### config.mk
export PLATFORM = sky130hd
export DESIGN_NAME = interrupt_controller
export DESIGN_NICKNAME = d
export VERILOG_FILES = /design/src/rtl/interrupt_controller.sv
export SDC_FILE = /design/constraint.sdc
export NUM_CORES = 1
export LEC_CHECK = 0
export BUFFER_PORTS_ARGS = -buffer_cell sky130_fd_sc_hd__buf_2
export CORE_MARGIN = 3
export CORE_UTILIZATION = 39
export CTS_BUF_LIST = sky130_fd_sc_hd__clkbuf_8
export DETAILED_ROUTE_END_ITERATION = 7
export PLACE_DENSITY = 0.79
export SLEW_MARGIN = 0
export SYNTH_ARGS = -nofsm -noshare
export SYNTH_HDL_FRONTEND = slang
export SYNTH_SLANG_ARGS = --single-unit
### constraint.sdc
create_clock -name clk -period 2.7 [get_ports clk]
set_clock_uncertainty 0.05 [all_clocks]
set_input_delay 0.405 -clock clk [delete_from_list [all_inputs] [get_ports clk]]
set_output_delay 0.405 -clock clk [all_outputs]
set_load 0.005 [all_outputs]
### src/rtl/interrupt_controller.sv
// -----------------------------------------------------------------------------
// interrupt_controller
//
// Collects NUM_EXT asynchronous external interrupt lines and an optional
// machine timer. It arbitrates among the enabled pending sources and raises
// a single trap request with an mcause value toward the CSR stage.
//
// Build option:
//   INTC_TIMER_EN  - when defined, the mtime/mtimecmp timer and its interrupt
//                    source are present. When undefined, mtime and mtimecmp
//                    read 0, writes to them are dropped, the timer never
//                    requests, and mask bit 0 reads 0.
//
// Ports:
//   clk       in   single clock, all state changes on posedge
//   rst       in   asynchronous active-low reset
//   ext_irq   in   [NUM_EXT] asynchronous external interrupt lines
//   wr_en     in   register write strobe
//   addr      in   [4] byte address: 0x0 mtime, 0x4 mtimecmp, 0x8 pending,
//                  0xC mask; any other address reads 0 and ignores writes
//   wdata     in   [32] write data
//   rdata     out  [32] combinational read data for addr
//   trap_ack  in   CSR stage accepted the trap
//   is_mret   in   handler return executed
//   trap      out  trap request (registered)
//   cause     out  [32] mcause of the current trap (registered)
//
// Register map:
//   0x8 pending : bits [NUM_EXT-1:0] = latched external edges, write 1 to clear
//   0xC mask    : bit 0 = timer enable, bits [NUM_EXT:1] = ext line enables
// -----------------------------------------------------------------------------
module interrupt_controller #(
   parameter int NUM_EXT = 4,
   parameter int TIMER_W = 32
) (
   input  logic               clk,
   input  logic               rst,
   input  logic [NUM_EXT-1:0] ext_irq,
   input  logic               wr_en,
   input  logic [3:0]         addr,
   input  logic [31:0]        wdata,
   output logic [31:0]        rdata,
   input  logic               trap_ack,
   input  logic               is_mret,
   output logic               trap,
   output logic [31:0]        cause
);

   localparam logic [3:0]  ADDR_MTIME    = 4'h0;
   localparam logic [3:0]  ADDR_MTIMECMP = 4'h4;
   localparam logic [3:0]  ADDR_PENDING  = 4'h8;
   localparam logic [3:0]  ADDR_MASK     = 4'hC;

   localparam logic [31:0] CAUSE_TIMER   = 32'h8000_0007;

   typedef enum logic [1:0] {
      S_IDLE    = 2'd0,
      S_REQ     = 2'd1,
      S_SERVICE = 2'd2
   } state_t;

   state_t             state_reg;
   logic               trap_reg;
   logic [31:0]        cause_reg;
   // One-hot of the external line being serviced (all zero for the timer);
   // used to auto-clear that pending bit when the trap is accepted.
   logic [NUM_EXT-1:0] svc_onehot_reg;

   // ------------------------------------------------------------------
   // Register write decode
   // ------------------------------------------------------------------
   logic wr_pending;
   logic wr_mask;

   assign wr_pending = wr_en && (addr == ADDR_PENDING);
   assign wr_mask    = wr_en && (addr == ADDR_MASK);

   // ------------------------------------------------------------------
   // External line synchronizers and rising-edge detection
   // ------------------------------------------------------------------
   logic [NUM_EXT-1:0] sync1_reg;
   logic [NUM_EXT-1:0] sync2_reg;
   logic [NUM_EXT-1:0] prev_reg;
   logic [2:0]         warm_reg;
   logic [NUM_EXT-1:0] rise;

   always_ff @(posedge clk or negedge rst) begin
      if (!rst) begin
         sync1_reg <= '0;
         sync2_reg <= '0;
         prev_reg  <= '0;
         warm_reg  <= '0;
      end else begin
         sync1_reg <= ext_irq;
         sync2_reg <= sync1_reg;
         prev_reg  <= sync2_reg;
         warm_reg  <= {warm_reg[1:0], 1'b1};
      end
   end

   // The edge flop only holds a real sample of the line three cycles after
   // reset release. Until then its reset value of 0 would make a line that
   // was already high look like a fresh rising edge, so edge detection is
   // held off until the warm-up shift register has filled.
   assign rise = sync2_reg & ~prev_reg & {NUM_EXT{warm_reg[2]}};

   // ------------------------------------------------------------------
   // Pending register (external sources only)
   // ------------------------------------------------------------------
   logic [NUM_EXT-1:0] pending_reg;
   logic [NUM_EXT-1:0] pending_next;
   logic [NUM_EXT-1:0] wclr;
   logic [NUM_EXT-1:0] ack_clr;

   assign wclr    = wr_pending ? wdata[NUM_EXT-1:0] : '0;
   assign ack_clr = ((state_reg == S_REQ) && trap_ack) ? svc_onehot_reg : '0;

   // A new edge on the same cycle as a clear (software or auto) wins, so an
   // interrupt arriving exactly as the old one is cleared is never lost.
   genvar gi;
   generate
      for (gi = 0; gi < NUM_EXT; gi++) begin : g_pend
         assign pending_next[gi] = rise[gi] | (pending_reg[gi] & ~(wclr[gi] | ack_clr[gi]));
      end
   endgenerate

   always_ff @(posedge clk or negedge rst) begin
      if (!rst) begin
         pending_reg <= '0;
      end else begin
         pending_reg <= pending_next;
      end
   end

   // ------------------------------------------------------------------
   // Mask register: bit 0 timer, bits [NUM_EXT:1] external lines
   // ------------------------------------------------------------------
   logic [NUM_EXT:0] mask_reg;
   logic             mask_timer_wbit;

`ifdef INTC_TIMER_EN
   assign mask_timer_wbit = wdata[0];
`else
   assign mask_timer_wbit = 1'b0;
`endif

   always_ff @(posedge clk or negedge rst) begin
      if (!rst) begin
         mask_reg <= '0;
      end else if (wr_mask) begin
         mask_reg <= {wdata[NUM_EXT:1], mask_timer_wbit};
      end
   end

   // ------------------------------------------------------------------
   // Machine timer
   // ------------------------------------------------------------------
   logic        timer_req;
   logic [31:0] mtime_rd;
   logic [31:0] mtimecmp_rd;

`ifdef INTC_TIMER_EN
   logic [TIMER_W-1:0] mtime_reg;
   logic [TIMER_W-1:0] mtimecmp_reg;
   logic               timer_pend_reg;
   logic               wr_mtime;
   logic               wr_mtimecmp;

   assign wr_mtime    = wr_en && (addr == ADDR_MTIME);
   assign wr_mtimecmp = wr_en && (addr == ADDR_MTIMECMP);

   // timer_pend is sticky: once mtime reaches mtimecmp it stays set even if
   // mtime later wraps below mtimecmp. Only rewriting mtimecmp drops it; the
   // comparison is then re-evaluated against the new value next cycle.
   always_ff @(posedge clk or negedge rst) begin
      if (!rst) begin
         mtime_reg      <= '0;
         mtimecmp_reg   <= '1;
         timer_pend_reg <= 1'b0;
      end else begin
         if (wr_mtime) begin
            mtime_reg <= TIMER_W'(wdata);
         end else begin
            mtime_reg <= mtime_reg + 1'b1;
         end
         if (wr_mtimecmp) begin
            mtimecmp_reg   <= TIMER_W'(wdata);
            timer_pend_reg <= 1'b0;
         end else begin
            timer_pend_reg <= timer_pend_reg | (mtime_reg >= mtimecmp_reg);
         end
      end
   end

   assign timer_req   = timer_pend_reg & mask_reg[0];
   assign mtime_rd    = 32'(mtime_reg);
   assign mtimecmp_rd = 32'(mtimecmp_reg);
`else
   logic [TIMER_W-1:0] unused_timer_w;

   assign unused_timer_w = '0;
   assign timer_req      = 1'b0;
   assign mtime_rd       = '0;
   assign mtimecmp_rd    = '0;
`endif

   // Not every wdata bit lands in a register for every configuration.
   logic unused_wdata;
   assign unused_wdata = ^wdata;

   // ------------------------------------------------------------------
   // Arbitration: timer first, then lowest-numbered external line
   // ------------------------------------------------------------------
   logic [NUM_EXT-1:0]        ext_req;
   logic [NUM_EXT-1:0]        ext_first;
   logic [NUM_EXT:0][7:0]     idx_chain;
   logic [3:0]                ext_idx;
   logic                      any_req;
   logic [31:0]               win_cause;
   logic [NUM_EXT-1:0]        win_onehot;

   assign ext_req = pending_reg & mask_reg[NUM_EXT:1];

   // Two's-complement trick isolates the lowest set bit.
   assign ext_first = ext_req & (~ext_req + NUM_EXT'(1));

   // Encode the one-hot winner into its line number.
   assign idx_chain[0] = 8'd0;
   generate
      for (gi = 0; gi < NUM_EXT; gi++) begin : g_enc
         assign idx_chain[gi+1] = idx_chain[gi] | (ext_first[gi] ? 8'(gi) : 8'd0);
      end
   endgenerate
   assign ext_idx = idx_chain[NUM_EXT][3:0];

   always_comb begin
      any_req    = timer_req | (|ext_req);
      win_cause  = {12'h800, ext_idx, 16'h000B};
      win_onehot = ext_first;
      if (timer_req) begin
         win_cause  = CAUSE_TIMER;
         win_onehot = '0;
      end
   end

   // ------------------------------------------------------------------
   // Trap FSM
   // ------------------------------------------------------------------
   // cause and the serviced source are frozen on IDLE->REQ; later mask or
   // pending changes cannot retract or alter an outstanding request.
   always_ff @(posedge clk or negedge rst) begin
      if (!rst) begin
         state_reg      <= S_IDLE;
         trap_reg       <= 1'b0;
         cause_reg      <= '0;
         svc_onehot_reg <= '0;
      end else begin
         case (state_reg)
            S_IDLE: begin
               if (any_req) begin
                  state_reg      <= S_REQ;
                  trap_reg       <= 1'b1;
                  cause_reg      <= win_cause;
                  svc_onehot_reg <= win_onehot;
               end
            end
            S_REQ: begin
               if (trap_ack) begin
                  state_reg <= S_SERVICE;
                  trap_reg  <= 1'b0;
               end
            end
            S_SERVICE: begin
               if (is_mret) begin
                  state_reg <= S_IDLE;
               end
            end
            default: begin
               state_reg <= S_IDLE;
               trap_reg  <= 1'b0;
            end
         endcase
      end
   end

   assign trap  = trap_reg;
   assign cause = cause_reg;

   // ------------------------------------------------------------------
   // Read mux
   // ------------------------------------------------------------------
   always_comb begin
      rdata = '0;
      case (addr)
         ADDR_MTIME:    rdata = mtime_rd;
         ADDR_MTIMECMP: rdata = mtimecmp_rd;
         ADDR_PENDING:  rdata = 32'(pending_reg);
         ADDR_MASK:     rdata = 32'(mask_reg);
         default:       rdata = '0;
      endcase
   end

endmodule

==> flow_summary.json, run 1 <==
{
  "status": "finished clean",
  "placeableCoreArea_mm2": 0.004173,
  "r2r_slack_ps": 1300,
  "ys_async_sr_fraction_pct": 100.0,
  "die_y_um": 73.14,
  "critical_path.startpoint_type": "primary input",
  "cts-htree-levels": 2,
  "place.port_buffers": 29,
  "worst_slack_setup_final_ps": 1092,
  "cts_root_buffer": "clkbuf_8",
  "grt_setup_unrepaired": "no",
  "sink_count": 33,
  "timing.rr.end": "svc_onehot_reg[1]",
  "share_of_the_clock_period_used_by_the_worst_path_after_layout_pct": 59.57,
  "numCtsBuffers": 5,
  "worstSetupPathType": "in2out",
  "cp-startpoint": "addr[1]",
  "grt_remaining_overflow": 0,
  "floorplan.rows": 23,
  "synthesis.area_mm2": 0.001758,
  "global_route_wire_length_before_repair_um": 4367,
  "initial_utilization_pct": 42.13,
  "arrival_ps": 1150,
  "route.antenna.remaining_nets": 0,
  "clock_pin_slew_on_the_worst_setup_and_hold_paths_ps": 70,
  "tritoncts": "built",
  "vias_post_dr": 1053,
  "detail_route.drc_violations": 0,
  "number_of_global_route_vias_before_repair": 929,
  "whs_ps": 105.8,
  "clk-insertion-delay-late_ps": 290,
  "ys_seq_area_share_pct": 46.98,
  "netlist-cell-type-count": 29,
  "vias_per_cell": 4.263,
  "worst_r2r_path_depth": 3,
  "final.setup.tns_ps": 0,
  "drtIter0Drc": 88,
  "crit_path_end_kind": "primary output",
  "postSynthAreaPerCell_um2": 10.59,
  "dpl_worst_slack_ps": 1084,
  "layout_nets": 241,
  "maxCapViolations": 0,
  "synth-edff-count": 0,
  "fp.dieArea_mm2": 0.005349,
  "detailed_place_hpwl_um": 2214,
  "final.fill_count": 417,
  "drt_first_pass_iters": 4,
  "synth-seq-cells": 33,
  "antenna_violations_before_repair": 0,
  "tightestPinTransition_ps": 705.4,
  "pwr_density_cell_mw_per_mm2": 840.4,
  "hold_violations": 0,
  "count_of_instances_resized_after_the_clock_tree_is_built": 0,
  "netlist_instances": 166,
  "fraction_of_layout_cells_with_a_size_suffix_above_1_pct": 23.86,
  "path_max_fanout": 5,
  "grt_use_total_pct": 10.89,
  "maximum_number_of_pins_on_one_net_before_global_route_repair": 34,
  "worst_ep_required_time_ps": 2250,
  "ys_warn_count": 0,
  "floorplan.io_pins": 110,
  "antenna_fix_cells": 0,
  "maxSlewViolCount": 0,
  "cts.path.max_buffers": 2,
  "final_critical_delay_including_setup_and_external_delays_ps": 1608,
  "final_count_of_negative_setup_slack_endpoints": 0,
  "crit-reg2reg-launch": "state_reg[0]",
  "max_freq_ghz": 0.6218,
  "fp.dieW_um": 73.14,
  "leakage_component_of_the_power_nw": 0.9060,
  "synthFlopType": "dfrtp_1",
  "postCtsHoldBufs": 0,
  "gp_congestion": 0.8016,
  "maxSlewHeadroom_pct": 52.97,
  "post-cts-setup-buffer-count": 0,
  "syn2layout_area_growth_pct": 3.914,
  "routed_wl_um": 2904,
  "vdd_drop_max_v": 0.0002891,
  "min_path_type": "in2async",
  "routed_wire_length_per_instance_um": 11.76
}
## cell type report
type / count / area [µm²] / share of cell area [%]
flip-flops and latches: 33 / 825.8 / 45.21
multi-input cells: 125 / 684.4 / 37.47
repair buffers: 29 / 145.1 / 7.945
clock buffers: 7 / 96.34 / 5.274
well taps: 50 / 62.56 / 3.425
inverters: 2 / 7.507 / 0.4110
clock inverters: 1 / 5.005 / 0.2740
## report_power, final
| part | switching, W | internal, W |
|---|---|---|
| registers | 0.000110 | 0.000611 |
| clock network | 0.000178 | 0.000230 |
| logic | 0.000218 | 0.000188 |
## worst max-delay path by stage
stage / to / slack [ps] / cells past startpoint
final: rdata[0] / 1090 / 5
after global routing: rdata[0] / 1050 / 5
after CTS: rdata[0] / 1080 / 5
after detailed placement: rdata[0] / 1080 / 5
after global placement: rdata[0] / 1100 / 5
after floorplan: rdata[0] / 1370 / 3
## cells in the mapped netlist, drive strengths merged, types with 3 or more instances
master	n	share of area, %
mux2	4	2.6
a22o	4	2.6
nand2b	4	1.9
a21oi	6	1.7
nor3b	5	2.1
nor2	7	2.1
buf	58	25
o21ai	13	3.7
nand2	10	2.1
mux2i	3	1.7
and2	3	1.1
nand3b	3	1.3
dfrtp	33	47
## critical path, stage by stage
cell	delay, ps
buf_2	120
nor2_4	140
nand2_1	150
nor3b_1	210
buf_2	140
## placed cells by master (no fill, tap or decap), types with 2 or more instances in the layout
cell and count:
nor3b_1 5, nand2b_1 3, a21oi_1 6, buf_2 29, o21ai_1 2, mux2i_1 3, nand2_1 10, a22o_1 2
dfrtp_1 33, conb_1 54, o21ai_0 11, clkbuf_8 7, mux2_2 4, o22ai_1 2, nor2_1 5, inv_1 2
nand3b_1 3, and2_1 3
## through the flow
stage	total power, W	area (µm²)	util [%]	instances
after floorplan	0.001066	1953	-	218
after global placement	0.001109	1725	41.35	239
after detailed placement	0.001130	1725	41.35	239
after CTS	0.001543	1827	43.78	247
after global routing	0.001647	1827	43.78	247
final	0.001535	1827	43.78	247
## routing by layer
metal  track usage, %  up-vias  wire [µm]
met5                0        -          0
met2            17.18       45       1473
li1                 -      503          -
met4            5.533        0         54
met3            3.444        5        231
met1            13.30      500       1145
## cell families after synthesis
logic type / after synthesis / share of synthesized area [%]
compound gates: 28 / 10.11
buf+inv: 60 / 25.20
other cells: 2 / 0.4272
flops: 33 / 46.97
mux: 7 / 4.270
simple gates: 36 / 13.03
(Power assumes the default switching activity.)
==> run 2, diff against run 1 <==
- clock period: 2.7 -> 1.5 ns (I/O delays scaled with it)
==> run 2 against run 1 <==
  * Register-to-register slack got worse by 1100 ps
  * Power grew 74%
  * Routed wire length grew 1.5%
  * Setup slack got worse by 920 ps
==> flow_summary.json, run 2 (synthesis results as in run 1) <==
{
  "status": "finished clean",
  "post-cts-setup-buffer-count": 0,
  "final_cell_count_no_fill": 254,
  "hold_depth": 2,
  "path_max_fanout": 5,
  "arrival_ps": 1060,
  "hold_violations": 0,
  "maxCapViolations": 0,
  "worst_slack_setup_final_ps": 168.0,
  "place.port_buffers": 29,
  "drtIter0Drc": 79,
  "count_of_instances_resized_after_the_clock_tree_is_built": 0,
  "sink_count": 33,
  "initial_utilization_pct": 42.13,
  "fp.dieArea_mm2": 0.005349,
  "vdd_drop_max_v": 0.0004833,
  "clock_pin_slew_on_the_worst_setup_and_hold_paths_ps": 70,
  "tritoncts": "built",
  "grt_use_total_pct": 11.35,
  "cts-htree-levels": 2,
  "leakage_component_of_the_power_nw": 0.9343,
  "route.antenna.remaining_nets": 0,
  "min_path_type": "in2reg",
  "placeableCoreArea_mm2": 0.004173,
  "vias_post_dr": 1099,
  "dpl_worst_slack_ps": 214.3,
  "r2r_slack_ps": 190,
  "antenna_fix_cells": 0,
  "fp.dieW_um": 73.14,
  "clk-insertion-delay-late_ps": 290,
  "postCtsHoldBufs": 5,
  "share_of_the_clock_period_used_by_the_worst_path_after_layout_pct": 88.80,
  "routed_wl_um": 2947,
  "vias_per_cell": 4.327,
  "gp_congestion": 0.8101,
  "final.setup.tns_ps": 0,
  "pwr_density_cell_mw_per_mm2": 1430,
  "cts_root_buffer": "clkbuf_8",
  "final_count_of_negative_setup_slack_endpoints": 0,
  "max_freq_ghz": 0.7508,
  "floorplan.rows": 23,
  "numCtsBuffers": 5,
  "worst_r2r_path_depth": 3,
  "die_y_um": 73.14,
  "routed_wire_length_per_instance_um": 11.60,
  "detail_route.drc_violations": 0,
  "cts.path.max_buffers": 2,
  "crit_path_end_kind": "primary output",
  "final.fill_count": 413,
  "fraction_of_layout_cells_with_a_size_suffix_above_1_pct": 22.55,
  "final_critical_delay_including_setup_and_external_delays_ps": 1332,
  "layout_nets": 248,
  "worst_ep_required_time_ps": 1220,
  "mostFrequentLayoutCells": "conb_1 (54), dfrtp_1 (33), buf_2 (29)",
  "inst_count_dp": 241,
  "grt_remaining_overflow": 0,
  "maximum_number_of_pins_on_one_net_before_global_route_repair": 34,
  "maxSlewViolCount": 0,
  "critical_path.startpoint_type": "flip-flop",
  "number_of_global_route_vias_before_repair": 980,
  "global_route_wire_length_before_repair_um": 4519,
  "worstSetupPathType": "reg2out",
  "detailed_place_hpwl_um": 2257,
  "commonest_non_fill_non_tap_cell_in_the_layout": "conb_1",
  "antenna_violations_before_repair": 0,
  "drt_first_pass_iters": 4,
  "syn2layout_area_growth_pct": 6.405,
  "grt_setup_unrepaired": "no",
  "floorplan.io_pins": 110
}
[run 2: worst paths after layout]
path,start,to
worst max-delay path,mask_reg[2],rdata[2]
worst min-delay path,wdata[4],mask_reg[4]
worst max register to register,state_reg[0],svc_onehot_reg[1]
worst min register to register,sync1_reg[3],sync2_reg[3]
max in group asynchronous,rst,sync2_reg[2]
min in group asynchronous,rst,cause[16]
[run 2: cell type report]
class / instances / area (µm²) / share of cell area [%]
clock buffer: 5 / 68.82 / 3.679
clock inverter: 3 / 11.26 / 0.6020
inverter: 2 / 7.507 / 0.4013
multi-input combinational: 125 / 684.4 / 36.59
sequential: 33 / 825.8 / 44.15
tap: 50 / 62.56 / 3.344
timing repair buffer: 36 / 210.2 / 11.24
[run 2: layer usage]
metal	share of wire (%)	track usage (%)
met1	39	13.47
met2	52	17.48
met3	8.1	5.510
met4	1.4	4.713
met5	0	0
[run 2: per-stage QoR]
stage | hold WS, ps | cell area (µm²) | utilization (%) | power (W)
2_1_floorplan | -120.6 | 1953 | - | 0.001918
3_3_place_gp | 211.6 | 1740 | 41.71 | 0.002022
3_5_place_dp | 221.5 | 1740 | 41.71 | 0.002066
4_1_cts | 107.1 | 1871 | 44.83 | 0.002702
5_1_grt | 114.8 | 1871 | 44.83 | 0.002895
6_report | 118.1 | 1871 | 44.83 | 0.002676
[run 2: critical path, cell delays in order (launching register included)]
cell	delay (ps)
dfrtp_1	430
mux2i_1	170
nor2_1	50
buf_2	120
[run 2: power by group]
group	switching, W	internal (W)	total (W)
sequential	0.000197	0.00110	0.00130
combinational	0.000403	0.000367	0.000770
clock	0.000299	0.000308	0.000608
total	0.000899	0.00178	0.00268
==> run 3, diff against run 2 <==
- CORE_ASPECT_RATIO: not set -> 2
==> run 3 against run 2 <==
  * Sequential power about the same
  * Critical path type unchanged
  * Routed wire length up 4.0%
  * Critical endpoint is now rdata[1]
  * Hold slack better by 15 ps
  * Clock-buffer cell count up 1
  * Largest power group unchanged
  * First-iteration DRC count down 96%
  * Sequential share of layout area down 1.3 points
  * Clock power up 36%
  * Critical path depth up 1
  * Non-clock buffer count up 2
==> flow_summary.json, run 3 (synthesis results as in run 1) <==
{
  "status": "finished clean",
  "grt_setup_unrepaired": "no",
  "crit-reg2reg-launch": "state_reg[0]",
  "final_critical_delay_including_setup_and_external_delays_ps": 1394,
  "arrival_ps": 1120,
  "die_y_um": 100.9,
  "min_path_type": "in2reg",
  "cpLargestDelayFamily": "flip-flops",
  "global_route_wire_length_before_repair_um": 4512,
  "post-cts-setup-buffer-count": 0,
  "final.setup.tns_ps": 0,
  "hold_violations": 0,
  "tritoncts": "built",
  "detail_route.drc_violations": 0,
  "r2r_slack_ps": 200,
  "worst_ep_required_time_ps": 1220,
  "initial_utilization_pct": 40.51,
  "grt_use_total_pct": 11.74,
  "cp_cell_sequence": "buf_4 -> mux2i_1 -> nor2_1 -> buf_2",
  "leakage_component_of_the_power_nw": 0.9549,
  "slowest_stage": "dfrtp_1",
  "maxCapViolations": 0,
  "worst_r2r_path_depth": 3,
  "mostFrequentLayoutCells": "conb_1 (54), dfrtp_1 (33), buf_2 (29)",
  "cts_root_buffer": "clkbuf_8",
  "cts-htree-levels": 2,
  "timing.rr.end": "svc_onehot_reg[1]",
  "crit_path_end_kind": "primary output",
  "timing.hold.worst_endpoint": "mask_reg[4]",
  "vdd_drop_max_v": 0.0008483,
  "hold_depth": 2,
  "drtIter0Drc": 3,
  "drt_first_pass_iters": 4,
  "maximum_number_of_pins_on_one_net_before_global_route_repair": 34,
  "route.antenna.remaining_nets": 0,
  "critical_path.startpoint_type": "flip-flop",
  "vias_post_dr": 1135,
  "final_util_pct": 44.41,
  "gp_congestion": 0.7661,
  "fraction_of_layout_cells_with_a_size_suffix_above_1_pct": 24.27,
  "path_max_fanout": 4,
  "critPathBufInv": 2,
  "fp.dieArea_mm2": 0.005398,
  "cp_slowest_stage_delay_ps": 390,
  "clock_pin_slew_on_the_worst_setup_and_hold_paths_ps": 60,
  "layout_nets": 250,
  "routed_wire_length_per_instance_um": 11.78,
  "place.port_buffers": 29,
  "final_cell_count_no_fill": 260,
  "worstSetupPathType": "reg2out",
  "vias_per_cell": 4.365,
  "numCtsBuffers": 5,
  "inst_count_dp": 247,
  "pwr_density_cell_mw_per_mm2": 1518,
  "routed_wl_um": 3064,
  "antenna_violations_before_repair": 0,
  "floorplan.io_pins": 110,
  "grt_remaining_overflow": 0,
  "detailed_place_hpwl_um": 2321,
  "antenna_fix_cells": 0,
  "placeableCoreArea_mm2": 0.004339,
  "max_freq_ghz": 0.7171,
  "cts.path.max_buffers": 2,
  "sink_count": 33,
  "commonest_non_fill_non_tap_cell_in_the_layout": "conb_1",
  "floorplan.rows": 34,
  "clk-insertion-delay-late_ps": 280,
  "number_of_global_route_vias_before_repair": 1004,
  "final_count_of_negative_setup_slack_endpoints": 0,
  "maxSlewViolCount": 0,
  "share_of_the_clock_period_used_by_the_worst_path_after_layout_pct": 92.96,
  "count_of_instances_resized_after_the_clock_tree_is_built": 0,
  "syn2layout_area_growth_pct": 9.609,
  "holdCritStartpoint": "wdata[4]",
  "fp.dieW_um": 53.48
}
run 3: changes by cell type in the layout (fill, tap and decap cells not counted):
cell,delta
buf_4,+2
bufinv_16,+1
clkbuf_8,+1
inv_1,-2
run 3: worst max path at each step:
stage,from,end,cells after the start
floorplan,mask_reg[1],cause[3],3
global placement,pending_reg[3],cause[3],3
detailed placement,state_reg[0],svc_onehot_reg[1],3
CTS,mask_reg[1],rdata[1],4
global route,mask_reg[1],rdata[1],4
finish,mask_reg[1],rdata[1],4
run 3: through the flow:
step	hold slack (ps)	instance area [µm²]	setup WS [ps]	total power, W
after floorplan	-120.6	1953	392.6	0.001918
after global placement	212.6	1760	280.2	0.002056
after detailed placement	216.3	1760	215.2	0.002104
after CTS	126.4	1927	104.0	0.002966
after global routing	131.9	1927	68.35	0.003127
final	133.5	1927	105.5	0.002926
run 3: timing repair:
| item | CTS | global route |
|---|---|---|
| setup endpoints to repair | 0 | 0 |
| hold endpoints to repair | 37 | 0 |
| hold buffers | 5 | 0 |
run 3: final cells by class:
cell class                 instances  area, µm²
fill                             438       2412
sequential                        33      825.8
multi-input combinational        125      684.4
timing repair buffer              38      225.2
clock buffer                       6      82.58
tap                               54      67.56
clock inverter                     2      33.78
inverter                           2      7.507
run 3: power breakdown:
group	internal, W	switching (W)	leakage (nW)
Combinational	0.000383	0.000419	0.506
Sequential	0.00110	0.000195	0.386
Clock	0.000534	0.000294	0.0626
run 3: per-layer routing:
layer  vias up  GRT usage, %  share of wire, %
met5         -             0                 0
met4         0         7.283               2.9
met3         7         3.111               8.6
met2        63         21.19                58
met1       539         10.93                30
li1        526             -                 -
run 3: worst reg2reg max path: cells and delay by family, from the launching register on:
kind / cells / cell delay, ps
AO/OA/AOI/OAI: 2 / 380
flip-flops: 1 / 470
AND/OR/NAND/NOR: 1 / 300
